**src/rtl/vector_mem.sv**
```systemverilog
// vector_mem
//   Expected-vector table: DEPTH entries of {mask, data}, synchronous write,
//   asynchronous (combinational) read, no reset so contents survive rst_n.
// Ports:
//   clk    in  write clock
//   we     in  write enable
//   waddr  in  write address
//   wdata  in  {mask, data} to store
//   raddr  in  read address
//   rdata  out {mask, data} at raddr
module vector_mem #(
  parameter int DATA_W = 32,
  parameter int DEPTH  = 16,
  parameter int ADDR_W = $clog2(DEPTH)
) (
  input  logic                clk,
  input  logic                we,
  input  logic [ADDR_W-1:0]   waddr,
  input  logic [2*DATA_W-1:0] wdata,
  input  logic [ADDR_W-1:0]   raddr,
  output logic [2*DATA_W-1:0] rdata
);

  logic [2*DATA_W-1:0] mem [DEPTH];

  always_ff @(posedge clk) begin
    if (we) mem[waddr] <= wdata;
  end

  assign rdata = mem[raddr];

endmodule

```
**config.mk**
```make
export PLATFORM = sky130hd
export DESIGN_NAME = vector_mem
export DESIGN_NICKNAME = d
export VERILOG_FILES = /design/src/rtl/vector_mem.sv
export SDC_FILE = /design/constraint.sdc
export NUM_CORES = 1
export LEC_CHECK = 0
export BUFFER_PORTS_ARGS = -buffer_cell sky130_fd_sc_hd__buf_4
export CORE_MARGIN = 5
export CORE_UTILIZATION = 40
export DETAILED_ROUTE_END_ITERATION = 16
export GPL_TIMING_DRIVEN = 1
export SLEW_MARGIN = 40
export SYNTH_ARGS = -nofsm -noshare
export SYNTH_HDL_FRONTEND = slang
export SYNTH_SLANG_ARGS = --single-unit
```
**constraint.sdc**
```tcl
create_clock -name clk -period 13.3 [get_ports clk]
set_clock_uncertainty 0.05 [all_clocks]
set_input_delay 2.66 -clock clk [delete_from_list [all_inputs] [get_ports clk]]
set_output_delay 2.66 -clock clk [all_outputs]
set_load 0.005 [all_outputs]
```
Word-level counts from Yosys, hierarchy flattened:

Memory sizes are Yosys's and may differ from the RTL's.
Index checks and enable logic that the tools add are counted.

* bits in registers: 0
* bits of input ports: 74
* word-level logic and storage cells: 3
* output and inout bits: 64
* memory bits (writable): 1024
* memories kept: 1

Memory list
* mem: depth 16, bits a word 64, read ports 1, clocked after Yosys merged registers in 0, wr ports 1, RTL line 24 `logic [2*DATA_W-1:0] mem [DEPTH];`

* multiplexer cells: 2

Operators with widths (count)
* 1-bit two-way mux: 2

Logic depth before layout (Yosys ltp):

* word-level depth: 2
* depth in mapped cells: 6
* depth with buffers taken out: 3

Worst setup path before layout:

OpenSTA, ideal clock, no wires.

* path type: in2reg
* start point: input port waddr[2]
* end point: memory mem[0][0] (netlist bit) (enable)
* arrival time: 7.523 ns
* setup slack: 5.161 ns
* stages on the path: 2
* data required time: 12.685 ns
* library setup time: 0.565 ns
* path buffers: 0
* cells stage by stage: or3b_2 > nor3_1

RTL lines
* start: declaration: RTL line 18 `input logic [ADDR_W-1:0] waddr,`
* end: declaration: RTL line 24

No word-level cell before the write port.

Worst setup path in the final report:

* start point: input port raddr[1]
* end point: output port rdata[18]

* longest elaborated chain between the ends: 1

RTL lines
* start: declaration: RTL line 20 `input logic [ADDR_W-1:0] raddr,`
* memory read 16 x 64 bit
* end: declaration: RTL line 21 `output logic [2*DATA_W-1:0] rdata`

Every way passes these cells.

==> out/metrics.csv <==
metric,value,unit
remaining antenna violation count,0,
arrival time worst endpoint,5290,ps
initial antenna violation count,6,
unrepaired setup endpoints after global routing,no,
final hold vios,0,
most numerous cell in the Yosys netlist,edfxtp_1,
min setup slack post-route,5298,ps
Post-Synth Adder-Cell Area,0,%
Setup Crit Path Kind,input pin to output port,
GR Util All Layers,17.36,%
final RePlAce weighted congestion,0.6808,
Synth top area share,80.28,%
Num CTS Buffers,103,
# clock sinks,1024,
largest reg by FF count,mem,
vias in the first global route,18580,
cells after synthesis,1583,
drt initial violations,1740,
actual slew at the worst max-slew pin,886.6,ps
maxcap violations,0,
synthesized area,38300,sq um
Overflow after GRT,0,
Die ar.,102000,sq um
Synth cell types,17,
IO Pins,138,
fin crit period,8002,ps
sw frac,20.77,%
Slew headroom,40.89,%
synthesized flop and latch total,1024,
Tot Pwr,0.006774,W
Placed Cells,2957,
largest net degree at the start of global routing,90,
Pre-antenna DRT Iters,5,
Synthesis Warnings,0,
leading area contributor after synthesis,edfxtp_1,
first-pass GRT wire length,130400,um
largest family of logic cells by synthesized area,multiplexers,
sequential share of power,53.6,%
drc violations,0,
Sum Neg Setup Slack,0,ps
Final Max Slew Viols,0,
CTS resizes,0,
Max VDD drop,98.46,uV
leakage,14.11,nW
core area,95010,sq um
drt wl/cell,28.37,um
max reg flops,1024,
Die Span Y,319.4,um
WP data required,10590,ps
Logic pwr share,5.3,%
"Setup violations, final",0,
routed vias,17540,
share of post-route cells with drive strength above 1,32.73,%
Hold Path Class,input pin to flip-flop,
Setup WS pre-CTS,5161,ps
crit start category,input pin,
Max Clk Rate,125.0,MHz
main flop type after synthesis,edfxtp_1,
Tcrit/Tclk final,60.17,%
syn_area_per_cell,24.19,sq um
pwr dens,151.7,nW/um^2
Root Buffer,clkbuf_16,
drt total wl,89220,um
# nets final,1871,
die width,319.4,um
post-DP HPWL,45270,um
"Async S/R FF share, synth",0,%
Post-Layout Cell Count,3145,
Simple-Gate Fraction of Synth Area,0.9735,%
Synth Area in Compound Gates,2.509,%
"Slowest-stage cell, CP",buf_8,
starting density of the core,40.31,%
Worst setup EP type,output port,
Hold Buf Count CTS,0,
slowest cell delay on critical path,530,ps
Hold WS,2228,ps
post-synthesis xor/xnor area fraction,0,%
largest registers,mem x1024,
Int Pwr,0.005367,W
"Setup Fix Bufs, Post-CTS",0,
sequential area share after synthesis,80.28,%
IO buf count,137,
Worst Hold Depth,1,
top cell types by occurrence after synthesis,"1024 x edfxtp_1, 256 x mux4_2, 128 x a22oi_1, 65 x nand2_1, 36 x clkbuf_1",
syn nets,1657,
number of synthesized flops with an enable pin,1024,
row count,113,
P_sw,0.001407,W
Area growth syn-to-layout,16.56,%
maximum root-to-sink buffer count,3,
worst-path cell chain,buf_8 -> buf_12 -> buf_16 -> mux4_2 -> a22oi_1 -> nand2_1 -> buf_4,
CP max FO,89,
mux cell area share after synthesis,15.05,%
H-tree depth reported by CTS,3,
status,finished clean,
Via-to-Cell Ratio,5.576,
clock power share,41.1,%
synth top area cells,"edfxtp_1 80%, mux4_2 15%, a22oi_1 2.5%, nand2_1 0.64%, buf_6 0.38%",
CTS tree,built,
clock-pin slew on the worst setup and hold paths,60,ps
[final timing paths]
kind	start	endpoint	slack (ps)
worst min-delay path	wdata[11]	mem[15][11]$_DFFE_PP_	2230
worst max-delay path	raddr[1]	rdata[18]	5300
[worst max-delay path: cells and delay by family]
family                 cells  cell delay, ps
buffers and inverters      4            1670
and+or+nand+nor            1             220
AOI/OAI and AO/OA          1             220
muxes                      1             400
[cells by family (layout without fill, tap and decap cells)]
family / Yosys count / after routing
other: 0 / 4
buffers and inverters: 84 / 377
multiplexers: 256 / 256
AO/OA/AOI/OAI: 128 / 128
AND/OR/NAND/NOR: 91 / 91
flip-flops: 1024 / 1024
[per-stage QoR]
| stage | util, % | instance area [sq um] |
|---|---|---|
| detailed placement | 43.53 | 41360 |
| finish | 46.99 | 44640 |
| global placement | 43.04 | 40890 |
| CTS | 46.98 | 44630 |
| global route | 46.98 | 44630 |
| floorplan | - | 38300 |
[per-layer routing]
layer	vias to the layer above	part of all wire [%]	global-route usage, %
li1	7300	-	-
met1	9554	43	24.62
met3	123	6.2	3.446
met5	-	0.030	0
met2	556	49	28.20
met4	4	1.8	4.177
[cell type report]
cell class / instances / area [sq um]
diodes: 4 / 10.01
clock buffers: 124 / 2678
clock inverters: 60 / 594.3
fillers: 7696 / 50370
multi-input cells: 475 / 7234
flip-flops and latches: 1024 / 30750
well taps: 1265 / 1583
repair buffers: 193 / 1795
[power by group through the flow]
stage          clock [W]  sequential (W)  combinational, W
2_1_floorplan          0         0.00370          0.000188
3_3_place_gp           0         0.00370          0.000351
3_5_place_dp           0         0.00370          0.000366
4_1_cts          0.00285         0.00363          0.000367
5_1_grt          0.00299         0.00363          0.000386
6_report         0.00279         0.00363          0.000357
[cells in the final DEF (no fill, tap or decap), types with 2 or more instances in the layout]
cell type and count:
nand2b_1 2, clkbuf_16 104, clkinv_2 21, clkbuf_1 20, a22oi_1 128, clkinv_1 20
diode_2 4, buf_4 155, clkinvlp_4 4, inv_6 2, buf_16 9, buf_6 15
buf_8 13, clkinv_16 3, nor2_4 13, edfxtp_1 1024, mux4_2 256, nor2b_4 2
nand3b_1 2, nand2_1 65, nor3_2 4, bufinv_16 8
Note: power is estimated with default switching activity, not from simulation.
